**config.mk**
```make
export PLATFORM = sky130hd
export DESIGN_NAME = cdb_arbiter
export DESIGN_NICKNAME = d
export VERILOG_FILES = /design/src/rtl/cdb_arbiter_pkg.sv /design/src/rtl/cdb_arbiter_rr_select3.sv /design/src/rtl/cdb_arbiter.sv
export SDC_FILE = /design/constraint.sdc
export NUM_CORES = 1
export LEC_CHECK = 0
export CORE_ASPECT_RATIO = 1.75
export CORE_MARGIN = 3
export CORE_UTILIZATION = 36
export DETAILED_ROUTE_END_ITERATION = 8
export DONT_BUFFER_PORTS = 1
export PLACE_DENSITY = 0.48
export SYNTH_ARGS = -nofsm -noshare
export SYNTH_HDL_FRONTEND = slang
export SYNTH_HIERARCHICAL = 1
export SYNTH_SLANG_ARGS = --single-unit
```
**constraint.sdc**
```tcl
create_clock -name clock -period 12.7 [get_ports clock]
set_input_delay 3.175 -clock clock [delete_from_list [all_inputs] [get_ports clock]]
set_output_delay 3.175 -clock clock [all_outputs]
set_load 0.005 [all_outputs]
```
**src/rtl/cdb_arbiter_pkg.sv**
```systemverilog
// Shared types and constants for the CDB completion arbiter.
// Source order is fixed: ALU_1..3, LS_1..2, MULT_1..2, BRANCH.
package cdb_arbiter_pkg;

    localparam int N_SRC = 8;
    localparam int CDB_W = 3;
    localparam int PRW   = 6;
    localparam int ROBW  = 5;
    localparam int RR_W  = $clog2(N_SRC);

    typedef enum logic [RR_W-1:0] {
        ALU_1,
        ALU_2,
        ALU_3,
        LS_1,
        LS_2,
        MULT_1,
        MULT_2,
        BRANCH
    } fu_idx_e;

    // Broadcast tags for the three CDB slots; a tag of 0 means no wakeup.
    typedef struct packed {
        logic [PRW-1:0] t2;
        logic [PRW-1:0] t1;
        logic [PRW-1:0] t0;
    } CDB_T_PACKET;

    typedef struct packed {
        logic            valid;
        logic [PRW-1:0]  pr;
        logic [ROBW-1:0] rob;
    } FU_DONE_PACKET;

    function automatic logic [RR_W-1:0] onehot_to_idx(input logic [N_SRC-1:0] oh);
        logic [RR_W-1:0] idx;
        idx = '0;
        for (int i = 0; i < N_SRC; i++) begin
            if (oh[i]) begin
                idx = RR_W'(i);
            end
        end
        return idx;
    endfunction

    // Wraps exactly at N_SRC-1, so it stays correct if N_SRC is not a power of two.
    function automatic logic [RR_W-1:0] next_src(input logic [RR_W-1:0] idx);
        return (idx == RR_W'(N_SRC - 1)) ? '0 : idx + 1'b1;
    endfunction

endpackage

```
**src/rtl/cdb_arbiter_rr_select3.sv**
```systemverilog
// Round-robin pick of up to three valid sources, starting the scan at rr_ptr.
// Rotate so rr_ptr sits at bit 0, peel off the lowest set bits, then rotate back.
module rr_select3
    import cdb_arbiter_pkg::*;
(
    input  logic [N_SRC-1:0]              valid,
    input  logic [RR_W-1:0]               rr_ptr,
    output logic [CDB_W-1:0][N_SRC-1:0]   grant,
    output logic [CDB_W-1:0]              grant_valid,
    output logic [RR_W-1:0]               last_idx
);

    logic [2*N_SRC-1:0]            valid_dbl;
    logic [N_SRC-1:0]              remaining;
    logic [CDB_W-1:0][N_SRC-1:0]   sel_rot;
    logic [2*N_SRC-1:0]            grant_dbl;
    logic                          found;

    // NOTE: every always_comb target gets a default before any conditional
    // assignment, so no path leaves it holding an old value (no latch).
    always_comb begin
        valid_dbl   = {valid, valid} >> rr_ptr;
        remaining   = valid_dbl[N_SRC-1:0];
        sel_rot     = '0;
        grant       = '0;
        grant_valid = '0;
        grant_dbl   = '0;
        found       = 1'b0;

        for (int k = 0; k < CDB_W; k++) begin
            found = 1'b0;
            for (int j = 0; j < N_SRC; j++) begin
                if (remaining[j] && !found) begin
                    sel_rot[k][j] = 1'b1;
                    found         = 1'b1;
                end
            end
            remaining      = remaining & ~sel_rot[k];
            grant_valid[k] = |sel_rot[k];
            grant_dbl      = {sel_rot[k], sel_rot[k]} << rr_ptr;
            grant[k]       = grant_dbl[2*N_SRC-1:N_SRC];
        end
    end

    // Slots fill in scan order, so the highest valid slot holds the last grant.
    always_comb begin
        last_idx = '0;
        for (int k = 0; k < CDB_W; k++) begin
            if (grant_valid[k]) begin
                last_idx = onehot_to_idx(grant[k]);
            end
        end
    end

endmodule

```
**src/rtl/cdb_arbiter.sv**
```systemverilog
// CDB completion arbiter: one-entry buffer per FU, three round-robin grants per
// cycle, registered tag broadcast and ROB completion indices.
module cdb_arbiter
    import cdb_arbiter_pkg::*;
(
    input  logic                          clock,
    input  logic                          reset,
    input  logic                          squash,
    input  logic [N_SRC-1:0]              fu_done_valid,
    input  logic [N_SRC-1:0][PRW-1:0]     fu_done_pr,
    input  logic [N_SRC-1:0][ROBW-1:0]    fu_done_rob,
    output logic [N_SRC-1:0]              fu_done_ready,
    output CDB_T_PACKET                   cdb_t,
    output logic [CDB_W-1:0]              cdb_rob_valid,
    output logic [CDB_W-1:0][ROBW-1:0]    cdb_rob_idx
);

    logic [N_SRC-1:0]              buf_valid;
    logic [PRW-1:0]                buf_pr  [N_SRC];
    logic [ROBW-1:0]               buf_rob [N_SRC];
    logic [RR_W-1:0]               rr_ptr;

    FU_DONE_PACKET                 fu_in [N_SRC];
    logic [N_SRC-1:0]              accept;
    logic [CDB_W-1:0][N_SRC-1:0]   grant;
    logic [CDB_W-1:0]              grant_valid;
    logic [RR_W-1:0]               last_idx;
    logic [N_SRC-1:0]              grant_any;
    logic [PRW-1:0]                slot_pr  [CDB_W];
    logic [ROBW-1:0]               slot_rob [CDB_W];

    rr_select3 u_select (
        .valid       (buf_valid),
        .rr_ptr      (rr_ptr),
        .grant       (grant),
        .grant_valid (grant_valid),
        .last_idx    (last_idx)
    );

    always_comb begin
        grant_any = '0;
        for (int k = 0; k < CDB_W; k++) begin
            grant_any = grant_any | grant[k];
        end
    end

    // A granted buffer frees up this cycle, so it can refill without a bubble.
    assign fu_done_ready = squash ? '0 : (~buf_valid | grant_any);

    always_comb begin
        for (int i = 0; i < N_SRC; i++) begin
            fu_in[i] = '{valid: fu_done_valid[i], pr: fu_done_pr[i], rob: fu_done_rob[i]};
        end
    end

    always_comb begin
        for (int i = 0; i < N_SRC; i++) begin
            accept[i] = fu_in[i].valid & fu_done_ready[i];
        end
    end

    // Grants are one-hot per slot, so an AND-OR mux picks the granted buffer.
    always_comb begin
        for (int k = 0; k < CDB_W; k++) begin
            slot_pr[k]  = '0;
            slot_rob[k] = '0;
            for (int i = 0; i < N_SRC; i++) begin
                if (grant[k][i]) begin
                    slot_pr[k]  = slot_pr[k]  | buf_pr[i];
                    slot_rob[k] = slot_rob[k] | buf_rob[i];
                end
            end
        end
    end

    // NOTE: sequential state is written with <= so every flop samples
    // pre-edge values regardless of statement order.
    always_ff @(posedge clock) begin
        if (reset || squash) begin
            buf_valid <= '0;
        end else begin
            buf_valid <= accept | (buf_valid & ~grant_any);
        end
    end

    // NOTE: buffer payload has no reset; buf_valid alone qualifies it, which
    // keeps reset fan-out off the data storage.
    always_ff @(posedge clock) begin
        for (int i = 0; i < N_SRC; i++) begin
            if (accept[i]) begin
                buf_pr[i]  <= fu_in[i].pr;
                buf_rob[i] <= fu_in[i].rob;
            end
        end
    end

    always_ff @(posedge clock) begin
        if (reset || squash) begin
            rr_ptr <= '0;
        end else if (|grant_valid) begin
            rr_ptr <= next_src(last_idx);
        end
    end

    // A squash drops the pending broadcast together with the buffers.
    always_ff @(posedge clock) begin
        if (reset || squash) begin
            cdb_t         <= '0;
            cdb_rob_valid <= '0;
            cdb_rob_idx   <= '0;
        end else begin
            cdb_t         <= '{t2: slot_pr[2], t1: slot_pr[1], t0: slot_pr[0]};
            cdb_rob_valid <= grant_valid;
            for (int k = 0; k < CDB_W; k++) begin
                cdb_rob_idx[k] <= slot_rob[k];
            end
        end
    end

endmodule

```
== Word-level counts from Yosys, hierarchy flattened ==
Memory sizes are Yosys's and may differ from the RTL's.
Cells that the tools add are included.
Widths: inputs -> output; s select.

* $add $sub $neg: 1
* Equality and inequality tests: 1
* Shift operators: 4
* Muxes and demuxes: 132
* Bitwise logic cells: 61
* Reduce and logical (&&, ||, !) cells: 47

{| class="wikitable"
|+ Operators by type and width
! cell !! count
|-
| $mux 6 || 24
|-
| $or 6x6->6 || 21
|-
| $mux 5 || 24
|-
| $or 5x5->5 || 21
|-
| $mux 1 || 61
|-
| $mux 3 || 16
|-
| $shl 16x3->16 || 3
|-
| $not 8->8 || 4
|-
| $or 8x8->8 || 4
|-
| $and 8x8->8 || 3
|-
| $reduce_or 24->1 || 1
|-
| $reduce_or 8->1 || 3
|-
| $logic_and 1x1->1 || 21
|-
| $logic_not 1->1 || 21
|-
| $shr 16x3->8 || 1
|-
| $mux 2 || 6
|-
| $and 1x1->1 || 8
|-
| $mux 8 || 1
|-
| $add 3x1->3 const B || 1
|-
| $eq 3x3->1 const B || 1
|-
| $logic_or 1x1->1 || 1
|}

* Flip-flop bits (word level): 47
* Bits in writable memories: 88
* Bits of input ports: 99
* Output and inout port bits: 44
* Memories: 2

{| class="wikitable"
|+ Memory list
! name !! depth !! width !! rd ports !! clocked after memory_dff !! wr ports !! RTL line !! RTL
|-
| buf_pr || 8 || 6 || 8 || 0 || 8 || cdb_arbiter.sv:19 || <nowiki>logic [PRW-1:0] buf_pr [N_SRC];</nowiki>
|-
| buf_rob || 8 || 5 || 8 || 0 || 8 || cdb_arbiter.sv:20 || <nowiki>logic [ROBW-1:0] buf_rob [N_SRC];</nowiki>
|}

== Longest topological paths before layout ==
Gate-level depths: netlist (run 1).

* Depth after elaboration: 87
* Gate-level depth with buffers: 17
* Depth with buffers taken out: 13

== By module ==
The synthesis (run 1) kept the hierarchy.

{| class="wikitable"
|+ Modules (own cells, without submodules)
! module !! times used !! cells an instance !! area each (sq um) !! sequential area each (sq um)
|-
| cdb_arbiter || 1 || 385 || 5561.6 || 3583.4
|-
| rr_select3 || 1 || 326 || 2321.0 || 0.0
|}

== Least setup slack after synthesis (run 1) ==
Ideal clock, no wire load.

* Path type: input port to output port
* From: input squash
* To: output fu_done_ready[0]
* Arrival time: 3423 ps
* Path slack: 6102 ps
* Stages on the path: 2
* Cell sequence: buf_6 -> nor2_1

* Word-level cells in the longest chain between the ends: 1

{| class="wikitable"
|+ Ends and longest elaborated chain
! element !! RTL line !! RTL
|-
| start: declaration || cdb_arbiter.sv:8 || <nowiki>input logic squash,</nowiki>
|-
| $mux 8 || cdb_arbiter.sv:48 || <nowiki>assign fu_done_ready = squash ? '0 : (~buf_valid | grant_any);</nowiki>
|-
| end: declaration || cdb_arbiter.sv:12 || <nowiki>output logic [N_SRC-1:0] fu_done_ready,</nowiki>
|}

Every way passes these cells.

==> results.json, run 1 <==
{
  "status": "completed",
  "setup_viol_count_final": 0,
  "rows": 71,
  "p_sw_uw": 653.3,
  "final_cell_mix": "a22oi_1, edfxtp_1, nor2_1, dfxtp_1, mux2i_1",
  "insertion_delay_ns": 0.43,
  "drive_gt1_frac": 0.1746,
  "syn_inst": 711,
  "max_freq_mhz": 120.5,
  "seqPwrFrac": 0.332,
  "finalMaxSlewViolations": 0,
  "wl_per_cell_microns": 31.26,
  "cts_hold_buf": 0,
  "postRouteAntennaNets": 0,
  "critPathKind": "reg2out",
  "grt_pass1_vias": 6989,
  "die_h_microns": 201.8,
  "period_needed_ns": 8.302,
  "syn_avg_cell_area_sq_um": 11.09,
  "placed_cell_area_sq_um": 8138,
  "cts_buffers": 17,
  "cts_tree": "done",
  "diodes": 0,
  "fin_hold_ws_ns": 0.6141,
  "switching_share": 0.3796,
  "grt_first_pass_wirelength_microns": 45240,
  "share_comb_of_total_power": 0.363,
  "fin_nets": 798,
  "overflow": 0,
  "cellPowerDensity_nw_per_um2": 196.4,
  "cts_setup_buffers": 0,
  "antenna_found_initial": 1,
  "drc": 0,
  "drt-pass1-iter-count": 8,
  "final_common_cell": "a22oi_1",
  "syn-num-nets": 812,
  "via_per_inst": 6.780,
  "p_clk_frac": 0.305,
  "seq_area_frac_synth": 0.4546,
  "die-area_sq_um": 23780,
  "worst_pin_slew_ns": 0.9415,
  "finalPower_uw": 1721,
  "port_buffers": 0,
  "die_w_microns": 117.9,
  "final_hold_viol_count": 0,
  "end_kind": "output pin",
  "gr-max-usage-layer": "met2",
  "area_delta_synth_final_pct": 11.14,
  "use_met1": 0.2649,
  "ios": 143,
  "timing.slew.headroom": 0.3724,
  "ys.flop_type": "edfxtp_1",
  "synth.distinct_cells": 66,
  "fin_skew_ns": 0.01332,
  "cts.sinks": 135,
  "finalCritPeriodShare": 0.6537,
  "synth_edf_count": 88,
  "cts.htree.levels": 4,
  "holdCritPathClass": "reg2reg",
  "crit_arrival_ns": 5.13,
  "coreArea_sq_um": 21500,
  "yosys_warnings": 6,
  "dpl.hpwl_microns": 21990,
  "gr-usage-met2": 0.4657,
  "cts-resized-gates": 0,
  "max-cap-violations": 0,
  "clk_pin_slew_worst_paths_ns": 0.07,
  "ys_ff_latch": 135,
  "routed_wl_microns": 31320,
  "final_util": 0.4075,
  "vdd_drop_max_v": 0.0001299,
  "grt_max_degree": 60,
  "track_usage": 0.2574,
  "gr-usage-met3": 0.05624,
  "p_int_uw": 1068,
  "num_vias": 6794,
  "drt_iter0_markers": 855,
  "tns_ns": 0,
  "ctsRootBufferMaster": "clkbuf_16",
  "clk_path_buf_depth": 2,
  "cp_data_required_time_ns": 9.52,
  "start_util": 0.3667,
  "rsz0062_at_grt": "no",
  "gp_congestion": 1.002,
  "synthArstFlopShare": 0,
  "p_leak_uw": 0.002677,
  "syn_area_sq_um": 7883,
  "crit_fanout": 59,
  "cp-start-kind": "register",
  "fin_area_sq_um": 8761
}
-- layout make-up --
type / count / area [sq um]
clock buffers: 20 / 446.7
clock inverters: 12 / 176.4
fillers: 2115 / 12740
inverters: 4 / 15.01
well taps: 292 / 365.4
repair buffers: 28 / 210.2
multi-input cells: 511 / 3963
flip-flops and latches: 135 / 3585
-- power by group through the flow --
stage / Sequential (uW) / Combinational (uW) / Clock (uW)
floorplan: 564 / 417 / 0
global placement: 580 / 606 / 0
detailed placement: 580 / 611 / 0
CTS: 572 / 614 / 532
global route: 576 / 660 / 549
finish: 571 / 625 / 525
-- sequential cells by signal, summed over array words and instances, names as in the netlist --
name,count
buf_pr,48
buf_valid,8
cdb_rob_valid,3
rr_ptr,3
buf_rob,40
cdb_rob_idx,15
cdb_t,18
-- cells in the mapped netlist (all sizes together) (3+ instances only) --
| cell | count | area, sq um |
|---|---|---|
| a211oi | 8 | 70.06 |
| o22ai | 5 | 31.28 |
| and3 | 4 | 25.02 |
| xnor2 | 4 | 35.03 |
| buf | 23 | 183.9 |
| inv | 4 | 15.01 |
| a32oi | 3 | 33.79 |
| edfxtp | 88 | 2643 |
| nand3 | 8 | 45.04 |
| mux2i | 39 | 390.4 |
| dfxtp | 47 | 940.9 |
| nand2 | 33 | 123.9 |
| mux2 | 11 | 127.6 |
| a41oi | 35 | 524.3 |
| o21ai | 18 | 90.08 |
| a22oi | 136 | 1021 |
| or3 | 5 | 31.28 |
| nand3b | 3 | 22.52 |
| clkbuf | 38 | 143.9 |
| nor3 | 12 | 60.06 |
| a31oi | 13 | 81.33 |
| a21oi | 14 | 70.07 |
| and2 | 16 | 100.1 |
| nor4b | 8 | 70.07 |
| or2 | 6 | 37.54 |
| o211ai | 12 | 90.09 |
| nor4 | 6 | 37.54 |
| nor2 | 59 | 221.5 |
| nand4 | 9 | 56.30 |
| o31ai | 4 | 30.03 |
| a21o | 3 | 22.52 |
| mux4 | 11 | 251.5 |
-- cell families after synthesis --
logic type      Yosys count  synth area share
flops                   135            0.4546
fa+ha+maj                 3          0.004444
simple gates            179            0.1152
xor+xnor                  4          0.004444
compound gates          264            0.2802
mux                      61           0.09762
buf+inv                  65           0.04349
-- per-layer routing --
metal  vias to the layer above  share of wire
met5                         -        0.00022
met1                      3417           0.34
met3                       112          0.065
met4                         2          0.067
li1                       2862              -
met2                       401           0.53
-- final timing paths --
path	from	end	slack (ns)	depth (start not counted)
max reg2reg	rr_ptr[1]$_SDFFE_PP0P_	buf_rob[0][1]$_DFFE_PP_	7.00	11
min reg2reg	buf_rob[0][16]$_DFFE_PP_	cdb_rob_idx[1]$_SDFF_PP0_	0.61	2
min	buf_rob[0][16]$_DFFE_PP_	cdb_rob_idx[1]$_SDFF_PP0_	0.61	2
max	rr_ptr[1]$_SDFFE_PP0P_	fu_done_ready[1]	4.40	12
-- critical path, cell delays in order (launching register included) --
cell and delay, ns:
dfxtp_2 0.31, buf_4 0.53, mux2_2 0.45, mux4_2 0.68
nor2_1 0.46, a21oi_1 0.36, a41oi_1 0.53, nand2_1 0.10
nand2_1 0.12, o21ai_0 0.08, buf_4 0.23, nor4b_1 0.64
nor2_1 0.16
-- through the flow --
step | worst slack (ns) | std cells
finish | 4.398 | 1002
CTS | 4.490 | 1002
global placement | 4.992 | 970
detailed placement | 4.974 | 970
floorplan | 6.102 | 711
global route | 4.071 | 1002
(Power assumes the default switching activity.)
==> run 2: changes to the inputs <==
==> constraint.sdc (replaced) <==
create_clock -name clock -period 8.25 [get_ports clock]
set_input_delay 2.0625 -clock clock [delete_from_list [all_inputs] [get_ports clock]]
set_output_delay 2.0625 -clock clock [all_outputs]
set_load 0.005 [all_outputs]
==> results.json, run 2 (synthesis results as in run 1) <==
{
  "die-area_sq_um": 23780,
  "top_regs": "buf_pr x48, buf_rob x40, cdb_t x18",
  "worst_pin_slew_ns": 1.098,
  "port_buffers": 0,
  "insertion_delay_ns": 0.43,
  "crit_arrival_ns": 5.38,
  "finalPower_uw": 2659,
  "rsz0062_at_grt": "no",
  "area_delta_synth_final_pct": 11.84,
  "crit_fanout": 23,
  "max-cap-violations": 0,
  "wl_per_cell_microns": 31.64,
  "final_hold_viol_count": 0,
  "final_common_cell": "a22oi_1",
  "gp_congestion": 0.9344,
  "finalMaxSlewViolations": 0,
  "postRouteAntennaNets": 0,
  "die_h_microns": 201.8,
  "vdd_drop_max_v": 0.0001607,
  "timing.slew.headroom": 0.2577,
  "p_leak_uw": 0.002714,
  "cp_data_required_time_ns": 6.19,
  "fin_nets": 803,
  "cts-resized-gates": 0,
  "period_needed_ns": 7.441,
  "fin_area_sq_um": 8816,
  "via_per_inst": 6.725,
  "fin_hold_ws_ns": 0.6244,
  "fin_skew_ns": 0.01015,
  "cp-start-kind": "register",
  "cts_tree": "done",
  "cts_buffers": 17,
  "cts_hold_buf": 0,
  "num_vias": 6772,
  "die_w_microns": 117.9,
  "critPathKind": "reg2out",
  "cts_setup_buffers": 0,
  "grt_first_pass_wirelength_microns": 45300,
  "finalCritPeriodShare": 0.9020,
  "antenna_found_initial": 1,
  "placed_cell_area_sq_um": 8169,
  "routed_wl_microns": 31860,
  "final_util": 0.4101,
  "diodes": 0,
  "setup_viol_count_final": 0,
  "status": "completed",
  "cts.htree.levels": 4,
  "final_cell_mix": "a22oi_1, edfxtp_1, nor2_1, dfxtp_1, mux2i_1",
  "top_register": "buf_pr",
  "ctsRootBufferMaster": "clkbuf_16",
  "drc": 0,
  "overflow": 0,
  "largest_reg_flops": 48,
  "holdCritPathClass": "reg2reg",
  "dpl.hpwl_microns": 23070,
  "rows": 71,
  "ios": 143,
  "grt_max_degree": 45,
  "drt-pass1-iter-count": 6,
  "max_freq_mhz": 134.4,
  "drt_iter0_markers": 800,
  "drive_gt1_frac": 0.1804,
  "end_kind": "output pin",
  "clk_pin_slew_worst_paths_ns": 0.06,
  "cts.sinks": 135,
  "start_util": 0.3667,
  "grt_pass1_vias": 6900,
  "cellPowerDensity_nw_per_um2": 301.6,
  "track_usage": 0.2601,
  "clk_path_buf_depth": 2,
  "coreArea_sq_um": 21500,
  "tns_ns": 0
}
[run 2: final timing paths]
check                                              start                   endpoint  slack, ns  cells past startpoint
worst min-delay path            buf_rob[0][16]$_DFFE_PP_  cdb_rob_idx[1]$_SDFF_PP0_       0.62                      2
worst max-delay path              rr_ptr[0]$_SDFFE_PP0P_           fu_done_ready[2]       0.81                     10
worst max register to register    rr_ptr[0]$_SDFFE_PP0P_    buf_pr[0][12]$_DFFE_PP_       2.42                     11
worst min register to register  buf_rob[0][16]$_DFFE_PP_  cdb_rob_idx[1]$_SDFF_PP0_       0.62                      2
[run 2: cell type report]
class / count / area (sq um)
fillers: 2138 / 12680
multi-input cells: 511 / 3956
flip-flops and latches: 135 / 3585
clock buffers: 23 / 509.2
well taps: 292 / 365.4
repair buffers: 33 / 247.7
clock inverters: 9 / 137.6
inverters: 4 / 15.01
[run 2: per-layer routing]
| layer | routed length [microns] | GRT usage | vias to the layer above |
|---|---|---|---|
| met5 | 7 | 0 | - |
| met1 | 10550 | 0.2634 | 3369 |
| met4 | 2030 | 0.1656 | 2 |
| met2 | 17190 | 0.4828 | 409 |
| met3 | 2075 | 0.04893 | 112 |
| li1 | - | - | 2880 |
[run 2: critical path, cell delays in order, from the launching register on]
cell and delay [ns]:
dfxtp_1 0.94, mux4_2 0.65, mux2i_1 0.69, nand4_1 0.61, nand3b_1 0.26, mux2i_1 0.11, o211ai_1 0.31, and2_1 0.20
mux2i_1 0.09, nor4b_1 0.91, nor2_1 0.17
[run 2: per-stage QoR]
stage,setup slack [ns],cells
floorplan,2.994,711
global placement,1.506,975
detailed placement,1.387,975
CTS,0.9384,1007
global route,0.5147,1007
finish,0.8088,1007
[run 2: power breakdown]
part	switching [uW]	total, uW	internal [uW]
Combinational	623	943	320
Clock	288	815	528
Sequential	86.2	901	815
==> run 3: changes to the inputs <==
--- a/config.mk
+++ b/config.mk
@@ -10,6 +10,7 @@
 export CORE_UTILIZATION = 36
 export DETAILED_ROUTE_END_ITERATION = 8
 export DONT_BUFFER_PORTS = 1
+export HOLD_SLACK_MARGIN = 0.02
 export PLACE_DENSITY = 0.48
 export SYNTH_ARGS = -nofsm -noshare
 export SYNTH_HDL_FRONTEND = slang
==> results of run 3 <==
Same layout as run 2: the final DEF is identical, and so are final timing and power.
